## src/rtl/cpu_pkg.sv

```systemverilog
`default_nettype none
// ============================================================================
// Module      : cpu_pkg
// Description : Shared opcodes, instruction field positions and fetch entry type.
// Revision    : 1.0 - initial release
// ============================================================================
package cpu_pkg;

    localparam logic [5:0] OP_RTYPE = 6'h00;
    localparam logic [5:0] OP_ADDI  = 6'h08;
    localparam logic [5:0] OP_ADDIU = 6'h09;
    localparam logic [5:0] OP_SLTI  = 6'h0A;
    localparam logic [5:0] OP_ANDI  = 6'h0C;
    localparam logic [5:0] OP_ORI   = 6'h0D;
    localparam logic [5:0] OP_LUI   = 6'h0F;
    localparam logic [5:0] OP_LW    = 6'h23;

    localparam int c_op_msb = 31;
    localparam int c_op_lsb = 26;
    localparam int c_rs_msb = 25;
    localparam int c_rs_lsb = 21;
    localparam int c_rt_msb = 20;
    localparam int c_rt_lsb = 16;
    localparam int c_rd_msb = 15;
    localparam int c_rd_lsb = 11;

    typedef struct packed {
        logic [31:0] instr;
        logic [31:0] pc;
    } fetch_entry_t;

    // Register written by an instruction; 0 means no destination.
    function automatic logic [4:0] dest_reg(input logic [31:0] instr);
        logic [5:0] w_op;
        w_op     = instr[c_op_msb:c_op_lsb];
        dest_reg = 5'd0;
        case (w_op)
            OP_RTYPE: dest_reg = instr[c_rd_msb:c_rd_lsb];
            OP_ADDI, OP_ADDIU, OP_SLTI, OP_ANDI, OP_ORI, OP_LUI, OP_LW:
                dest_reg = instr[c_rt_msb:c_rt_lsb];
            default: dest_reg = 5'd0;
        endcase
    endfunction

endpackage
`default_nettype wire

```

## src/rtl/fetch_fifo_2w2r.sv

```systemverilog
`default_nettype none
// ============================================================================
// Module      : fetch_fifo_2w2r
// Description : Circular buffer accepting two entries and releasing one or two per cycle.
// Revision    : 1.0 - initial release
// ============================================================================
module fetch_fifo_2w2r
    import cpu_pkg::*;
#(
    parameter int          DEPTH    = 8,
    parameter logic [31:0] RESET_PC = 32'h0000_0000
) (
    input  logic                     clk,
    input  logic                     rst_n,
    input  logic                     i_flush,
    input  logic                     i_push,
    input  fetch_entry_t             i_wr_entry_1,
    input  fetch_entry_t             i_wr_entry_2,
    input  logic                     i_pop_1,
    input  logic                     i_pop_2,
    output fetch_entry_t             o_head_1,
    output logic [31:0]              o_head_2_instr,
    output logic [$clog2(DEPTH):0]   o_count
);

    localparam int c_aw = $clog2(DEPTH);

    fetch_entry_t r_mem [DEPTH];
    logic [c_aw:0] r_wr_ptr;
    logic [c_aw:0] r_rd_ptr;
    logic [c_aw:0] w_wr_ptr_1;
    logic [c_aw:0] w_rd_ptr_1;
    logic          w_write;

    assign w_wr_ptr_1     = r_wr_ptr + 1'b1;
    assign w_rd_ptr_1     = r_rd_ptr + 1'b1;
    assign w_write        = i_push && !i_flush;
    assign o_count        = r_wr_ptr - r_rd_ptr;
    assign o_head_1       = r_mem[r_rd_ptr[c_aw-1:0]];
    assign o_head_2_instr = r_mem[w_rd_ptr_1[c_aw-1:0]].instr;

    // Extra pointer bit separates full (msb differs) from empty (equal).
    always_ff @(posedge clk or negedge rst_n) begin
        if (!rst_n) begin
            r_wr_ptr <= '0;
            r_rd_ptr <= '0;
        end else if (i_flush) begin
            r_rd_ptr <= r_wr_ptr;
        end else begin
            if (i_push) r_wr_ptr <= r_wr_ptr + 2'd2;
            if (i_pop_2)      r_rd_ptr <= r_rd_ptr + 2'd2;
            else if (i_pop_1) r_rd_ptr <= r_rd_ptr + 1'b1;
        end
    end

    always_ff @(posedge clk or negedge rst_n) begin
        if (!rst_n) begin
            for (int i = 0; i < DEPTH; i++) begin
                r_mem[i] <= '{instr: 32'd0, pc: RESET_PC};
            end
        end else if (w_write) begin
            for (int i = 0; i < DEPTH; i++) begin
                if (r_wr_ptr[c_aw-1:0] == c_aw'(i))        r_mem[i] <= i_wr_entry_1;
                else if (w_wr_ptr_1[c_aw-1:0] == c_aw'(i)) r_mem[i] <= i_wr_entry_2;
            end
        end
    end

    int w_pop_n;
    assign w_pop_n = i_pop_2 ? 2 : (i_pop_1 ? 1 : 0);

    always @(posedge clk) begin
        if (rst_n && w_write) begin
            assert (int'(o_count) + 2 - w_pop_n <= DEPTH);
        end
    end

endmodule
`default_nettype wire

```

## src/rtl/fetch_queue_dual.sv

```systemverilog
`default_nettype none
// ============================================================================
// Module      : fetch_queue_dual
// Description : Dual-issue fetch stage and instruction queue with redirect flush.
//               Optional macro DUAL_DEP_CHECK_EN holds slot 2 on a RAW hazard with slot 1.
// Revision    : 1.0 - initial release
// ============================================================================
module fetch_queue_dual
    import cpu_pkg::*;
#(
    parameter int          DEPTH    = 8,
    parameter logic [31:0] RESET_PC = 32'h0000_0000
) (
    input  logic        clk,
    input  logic        rst_n,
    output logic        imem_req,
    output logic [31:0] imem_addr,
    input  logic        imem_valid,
    input  logic [31:0] imem_data_1,
    input  logic [31:0] imem_data_2,
    input  logic        redirect,
    input  logic [31:0] redirect_pc,
    input  logic        out_ready,
    output logic [31:0] instr_1,
    output logic [31:0] pc_4,
    output logic        valid_1,
    output logic [31:0] instr_2,
    output logic [31:0] pc_8,
    output logic        valid_2
);

    localparam int c_cw = $clog2(DEPTH) + 1;

    logic [31:0]   r_fetch_pc;
    logic [31:0]   r_req_addr;
    logic          r_inflight;
    logic          r_req_epoch;
    logic          r_epoch;

    logic [c_cw-1:0] w_count;
    logic [c_cw:0]   w_need;
    fetch_entry_t    w_head_1;
    logic [31:0]     w_head_2_instr;
    fetch_entry_t    w_wr_1;
    fetch_entry_t    w_wr_2;
    logic            w_req;
    logic            w_push;
    logic            w_pop_1;
    logic            w_pop_2;
    logic            w_occ_2;
    logic            w_dep;

    // Space for this request plus any response still on its way back.
    assign w_need = {1'b0, w_count} + (r_inflight ? (c_cw+1)'(4) : (c_cw+1)'(2));
    assign w_req  = rst_n && !redirect && (w_need <= (c_cw+1)'(DEPTH));

    assign w_push = imem_valid && r_inflight && (r_req_epoch == r_epoch) && !redirect;
    assign w_wr_1 = '{instr: imem_data_1, pc: r_req_addr};
    assign w_wr_2 = '{instr: imem_data_2, pc: r_req_addr + 32'd4};

`ifdef DUAL_DEP_CHECK_EN
    logic [4:0] w_dest_1;
    assign w_dest_1 = dest_reg(w_head_1.instr);
    assign w_dep    = (w_dest_1 != 5'd0) &&
                      ((w_dest_1 == w_head_2_instr[c_rs_msb:c_rs_lsb]) ||
                       (w_dest_1 == w_head_2_instr[c_rt_msb:c_rt_lsb]));
`else
    assign w_dep = 1'b0;
`endif

    assign valid_1 = (w_count != '0);
    assign w_occ_2 = (w_count >= c_cw'(2));
    assign valid_2 = w_occ_2 && !w_dep;

    assign w_pop_2 = out_ready && valid_2 && !redirect;
    assign w_pop_1 = out_ready && valid_1 && !valid_2 && !redirect;

    assign imem_req  = w_req;
    assign imem_addr = r_fetch_pc;
    assign instr_1   = valid_1 ? w_head_1.instr : 32'd0;
    assign instr_2   = w_occ_2 ? w_head_2_instr : 32'd0;
    assign pc_4      = w_head_1.pc + 32'd4;
    assign pc_8      = w_head_1.pc + 32'd8;

    fetch_fifo_2w2r #(
        .DEPTH    (DEPTH),
        .RESET_PC (RESET_PC)
    ) u_fifo (
        .clk            (clk),
        .rst_n          (rst_n),
        .i_flush        (redirect),
        .i_push         (w_push),
        .i_wr_entry_1   (w_wr_1),
        .i_wr_entry_2   (w_wr_2),
        .i_pop_1        (w_pop_1),
        .i_pop_2        (w_pop_2),
        .o_head_1       (w_head_1),
        .o_head_2_instr (w_head_2_instr),
        .o_count        (w_count)
    );

    // Epoch tags each request so a response crossing a redirect is discarded.
    always_ff @(posedge clk or negedge rst_n) begin
        if (!rst_n) begin
            r_fetch_pc  <= RESET_PC;
            r_req_addr  <= RESET_PC;
            r_inflight  <= 1'b0;
            r_req_epoch <= 1'b0;
            r_epoch     <= 1'b0;
        end else begin
            r_inflight <= w_req;
            if (redirect) begin
                r_fetch_pc <= redirect_pc;
                r_epoch    <= ~r_epoch;
            end else if (w_req) begin
                r_fetch_pc  <= r_fetch_pc + 32'd8;
                r_req_addr  <= r_fetch_pc;
                r_req_epoch <= r_epoch;
            end
        end
    end

endmodule
`default_nettype wire

```

## config.mk

```make
export PLATFORM = sky130hd
export DESIGN_NAME = fetch_queue_dual
export DESIGN_NICKNAME = d
export VERILOG_FILES = /design/src/rtl/cpu_pkg.sv /design/src/rtl/fetch_fifo_2w2r.sv /design/src/rtl/fetch_queue_dual.sv
export SDC_FILE = /design/constraint.sdc
export NUM_CORES = 2
export LEC_CHECK = 0
export BUFFER_PORTS_ARGS = -buffer_cell sky130_fd_sc_hd__buf_4
export CAP_MARGIN = 20
export CORE_ASPECT_RATIO = 0.9
export CORE_MARGIN = 4
export CORE_UTILIZATION = 30
export CTS_BUF_LIST = sky130_fd_sc_hd__clkbuf_2 sky130_fd_sc_hd__clkbuf_4 sky130_fd_sc_hd__clkbuf_8
export DETAILED_ROUTE_END_ITERATION = 10
export PLACE_DENSITY = 0.52
export SKIP_CTS_REPAIR_TIMING = 1
export SLEW_MARGIN = 20
export SYNTH_ARGS = -nofsm -noshare
export SYNTH_HDL_FRONTEND = slang
export SYNTH_SLANG_ARGS = --single-unit
export TNS_END_PERCENT = 30
```

## constraint.sdc

```tcl
create_clock -name clk -period 8.95 [get_ports clk]
set_clock_uncertainty 0.15 [all_clocks]
set_input_delay 1.79 -clock clk [delete_from_list [all_inputs] [get_ports clk]]
set_output_delay 1.79 -clock clk [all_outputs]
set_load 0.02 [all_outputs]
```

Yosys cells after proc, flatten, opt, wreduce, memory -nomap -nowiden
Cells that the tools add are included.
Widths: inputs -> output; s select.
- word-level logic and storage cells: 122
- output and inout port bits: 163
- register bits after elaboration: 587
- bits of input ports: 101
- reductions and logical operators: 36
- eq/ne operators: 15
- muxes and demuxes: 30
- bitwise logic cells: 4
- magnitude comparators: 4
- $add $sub $neg: 10
- operators with widths (operator ; number):
    $mux 64 ; 20
    $bmux 64 s3 ; 2
    $mux 32 ; 4
    $add 32x3->32 const B ; 2
    $add 32x4->32 const B ; 2
    $eq 3x3->1 const B ; 8
    $reduce_and 2->1 ; 10
    $reduce_bool 2->1 ; 9
    $eq 3x2->1 const B ; 4
    $mux 4 ; 3
    $logic_and 1x1->1 ; 11
    $add 4x2->4 const B ; 2
    $ge 4x4->1 const B ; 2
    $not 3->4 ; 2
    $eq 3x1->1 const B ; 2
    $logic_not 3->1 ; 2
    $add 4x3->5 ; 1
    $le 5x4->1 const B ; 1
    $add 4x1->4 const B ; 1
    $ge 4x2->1 const B ; 1
    $reduce_bool 4->1 ; 1
    $sub 4x4->4 ; 1
    $add 3x1->3 const B ; 1
    $mux 3 ; 1
    4 further kinds ; 6

Logic depth before layout (Yosys ltp)
- depth in word-level cells: 8
- depth in mapped cells: 20
- depth with buffers taken out: 13

Modules after synthesis
A second synthesis with hierarchy kept.
- cell total of the unflattened synthesis: 2256
- area, all modules: 30659.4 um^2
- modules (own cells, without submodules) (module ; area each (um^2) ; seq. area each (um^2) ; cells an instance ; times used):
    fetch_fifo_2w2r ; 25214.2 ; 12987.5 ; 1611 ; 1
    fetch_queue_dual ; 5445.2 ; 1676.6 ; 645 ; 1

Worst setup path after synthesis
Ideal clock, no wire load.
- kind: flip-flop to output port
- start point: reg u_fifo.r_rd_ptr[2]
- end point: out imem_req
- stages on the path, launching flop included: 18
- buffers on the path: 7
- arrival: 3.774 ns
- data required time: 7.010 ns
- slack: 3.236 ns
- cell sequence: dfrtp_1 buf_4 buf_2 buf_6 buf_4 buf_2 inv_2 clkbuf_1 ha_1 xnor2_1 inv_1 fa_1 xor2_1 or3_1 a22o_1 nand3_1 inv_2 clkbuf_1
- longest elaborated chain between the ends: 4
- RTL lines (element ; RTL line ; text):
    start: declaration ; fetch_fifo_2w2r.sv:30 ; logic [c_aw:0] r_rd_ptr;
    start signal: assignment ; fetch_fifo_2w2r.sv:48 ; r_rd_ptr <= r_wr_ptr;
    start signal: assignment ; fetch_fifo_2w2r.sv:51 ; if (i_pop_2) r_rd_ptr <= r_rd_ptr + 2'd2;
    start signal: assignment ; fetch_fifo_2w2r.sv:52 ; else if (i_pop_1) r_rd_ptr <= r_rd_ptr + 1'b1;
    $sub 4x4->4 ; fetch_fifo_2w2r.sv:38 ; assign o_count = r_wr_ptr - r_rd_ptr;
    $add 4x3->5 ; fetch_queue_dual.sv:54 ; assign w_need = {1'b0, w_count} + (r_inflight ? (c_cw+1)'(4) : (c_cw+1)'(2));
    $le 5x4->1 ; fetch_queue_dual.sv:55 ; assign w_req = rst_n && !redirect && (w_need <= (c_cw+1)'(DEPTH));
    $logic_and 1x1->1 ; fetch_queue_dual.sv:55 ;
    end: declaration ; fetch_queue_dual.sv:16 ; output logic imem_req,
No other way between the ends.

Worst setup path after layout
- start point: reg u_fifo.r_rd_ptr[1]
- end point: out imem_req
Same word-level chain as after synthesis.

==> run_results.csv <==
group,metric,value,unit
sta,tns,0,ps
placement,dpl_cell_area,32800,um2
sta,hold_violations,0,
sta,tightestPinTransition,1100,ps
cts,cts.clk_slew.worst_paths,60,ps
power,ir_worst_vdd,0.000205,V
cells_and_area,nFillCells,10100,
cells_and_area,final-seq-area,14500,um2
synth,syn_nets,3290,
power,p_total,12.1,mW
synth,yosys.area.top_type_share,48.6,%
cells_and_area,fin_area,35200,um2
placement,dp_hpwl,59.4,mm
critical_path,cp_num_buf_inv,4,
sta,fmax,140,MHz
routing,vias_per_cell,4.97,
synth,syn_inst,3172,
cts,clockRootBuffer,"clkbuf_8",
critical_path,crit_required,7010,ps
synth,async_reset_ff_share,100,%
sta,slew-limit-headroom,26.8,%
synth,muxShareOfSynthArea,15.7,%
cells_and_area,drive_gt1_share,21.3,%
job,maxCapViolations,0,
global_route,antenna_found_initial,11,
sta,hold-worst-slack,320,ps
sta,min_period_over_period,79.9,%
hold_path,hp-class,"reg2reg",
routing,drtIter0Drc,1936,
global_route,grt_pass1_vias,24000,
critical_path,r2r_cells,12,
critical_path,start_kind,"flip-flop",
power,p_per_area,344,nW/um2
floorplanning,io-pin-count,264,
synth,yosys.area_share.simple,23.3,%
cells_and_area,finalNetCount,3471,
placement,portBuffers,263,
global_route,overflow,0,
floorplanning,die_w,340,um
sta,rsz0062_at_grt,"no",
floorplanning,die_height,307,um
placement,gp_congestion,0.818,
synth,synth_xor_area_share,2.80,%
status,outcome,"complete, no violations",
floorplanning,die-area,104000,um2
routing,wire_per_inst,20.8,um
synth,synth_area_leaders,"dfrtp_1, nand2_1, mux4_2",
hold_path,whs_path_depth,2,
synth,yosysMostFrequentCell,"nand2_1",
global_route,grt_max_degree,146,
routing,drt-total-wl,99.3,mm
routing,dr.pass1.iters,5,
floorplanning,fp-row-count,109,
placement,post-place-ws,2530,ps
synth,synth_common_cells,"nand2_1, dfrtp_1, mux4_2",
floorplanning,core,98300,um2
critical_path,cp_slowest_cell,"dfrtp_4",
global_route,grt_pass1_wl,154,mm
synth,synth_cell_types,70,
cells_and_area,areaGrowthSynthToFinish,18.5,%
critical_path,cp-end-kind,"output pin",
synth,synth_adder_area_share,0.766,%
critical_path,path_max_fanout,57,
cts,insertion_delay,720,ps
critical_path,crit_arrival,5210,ps
cells_and_area,multi_input_area,14300,um2
synth,synth_compound_area_share,5.13,%
synth,yosysTopAreaCell,"dfrtp_1",
cts,cts_made_buffers,106,
cts,clock_path_buffers,3,
sta,finalWorstSetupSlack,1800,ps
cts,cts_tree,"built",
synth,synth_seq_area_share,48.6,%
sta,layout_min_cycle_time,7150,ps
synth,yosysWarnings,0,
synth,syn_area_per_cell,9.37,um2
synth,ys.flop_type,"dfrtp_1",
sta,slew_violations,0,
synth,synth_top_family_by_area,"simple AND/OR/NAND/NOR gates",
routing,ant_nets,0,
sta,finalSetupViolations,0,
critical_path,path_cells,"fa_1 > xnor2_1 > inv_1 > fa_1 > xor2_1 > or3_1 > a22o_1 > nand3_2 > buf_4 > inv_2 > buf_4",
critical_path,cp_slowest_stage_delay,690,ps
critical_path,path_depth,11,
critical_path,crit_family,"buffers and inverters",
floorplanning,start_util,30.2,%
cts,cts.sinks,578,
critical_path,worstSetupPathType,"reg2out",
cts,htreeDepth,3,
synth,synth_edf_count,0,
power,p_leak,16.9,nW
synth,ys_seq_elements,578,
routing,drc,0,
global_route,grt_usage,18.9,%
synth,synth_area,29700,um2
routing,dr_total_vias,23700,
==> through the flow <==
| step | util (%) | instances |
|---|---|---|
| after floorplan | - | 3172 |
| after global placement | 33.4 | 4576 |
| after detailed placement | 33.4 | 4576 |
| after CTS | 35.8 | 4771 |
| after global routing | 35.8 | 4779 |
| final | 35.8 | 4780 |
==> metal layers <==
| layer | vias up | track usage [%] | routed length [um] |
|---|---|---|---|
| li1 | 10900 | - | - |
| met1 | 12000 | 26.8 | 45500 |
| met2 | 647 | 30.1 | 46100 |
| met3 | 154 | 3.13 | 5230 |
| met4 | 2 | 5.43 | 2400 |
| met5 | - | 0 | 13 |
==> placed cells by master, fill, tap and decap left out, types with 17 or more instances in the layout <==
cell type,instances
clkbuf_4,35
nor3_1,17
nand2_1,1551
dfrtp_1,575
nor2_1,43
nand3_1,41
o21ai_0,120
mux4_2,185
xnor2_1,46
xor2_1,47
mux2i_1,25
buf_4,290
inv_1,21
a21oi_1,69
clkbuf_8,137
==> area by class of cell <==
class                   instances  share of cell area, %
diodes                          8                 0.0568
clock buffers                 172                   6.10
clock inverters                23                  0.667
inverters                      26                  0.320
multi-input cells            2346                   40.6
flip-flops and latches        578                   41.1
well taps                    1332                   4.73
repair buffers                295                   6.47
==> state kept, by name, indices dropped and copies added (netlist names) <==
signal and flops:
u_fifo.r_wr_ptr 3, r_req_epoch 1, u_fifo.r_rd_ptr 4, r_inflight 1, r_req_addr 32, r_epoch 1, u_fifo.r_mem 504, imem_addr 32
==> power by group <==
group | switching [mW] | total, mW | leakage (nW) | internal (mW)
Sequential | 0.834 | 4.29 | 7.80 | 3.46
Clock | 1.19 | 2.82 | 1.26 | 1.63
Combinational | 2.97 | 5.01 | 7.87 | 2.04
Total | 4.99 | 12.1 | 16.9 | 7.13
==> path summary, 6_finish.rpt <==
check / start / endpoint / slack (ps)
max: u_fifo.r_rd_ptr[1] / imem_req / 1800
min: u_fifo.r_mem[0] / u_fifo.r_mem[0] / 320
max reg2reg: u_fifo.r_rd_ptr[1] / imem_addr[15] / 3910
min reg2reg: u_fifo.r_mem[0] / u_fifo.r_mem[0] / 320
max in group asynchronous: rst_n / u_fifo.r_mem[336] / 5680
min in group asynchronous: rst_n / u_fifo.r_mem[359] / 840
==> tightest hold or removal path: cells and delay by family (launching register included) <==
| family | cells | cell delay, ps |
|---|---|---|
| AND/OR/NAND/NOR | 2 | 100 |
| flip-flops | 1 | 340 |
==> cells by family after synthesis <==
kind of cell    count (synthesis)
compound gates                265
xor+xnor                       95
fa+ha+maj                      17
buf+inv                       248
flops                         578
mux                           228
simple gates                 1741
No activity file was read; power rests on OpenSTA's default activity.
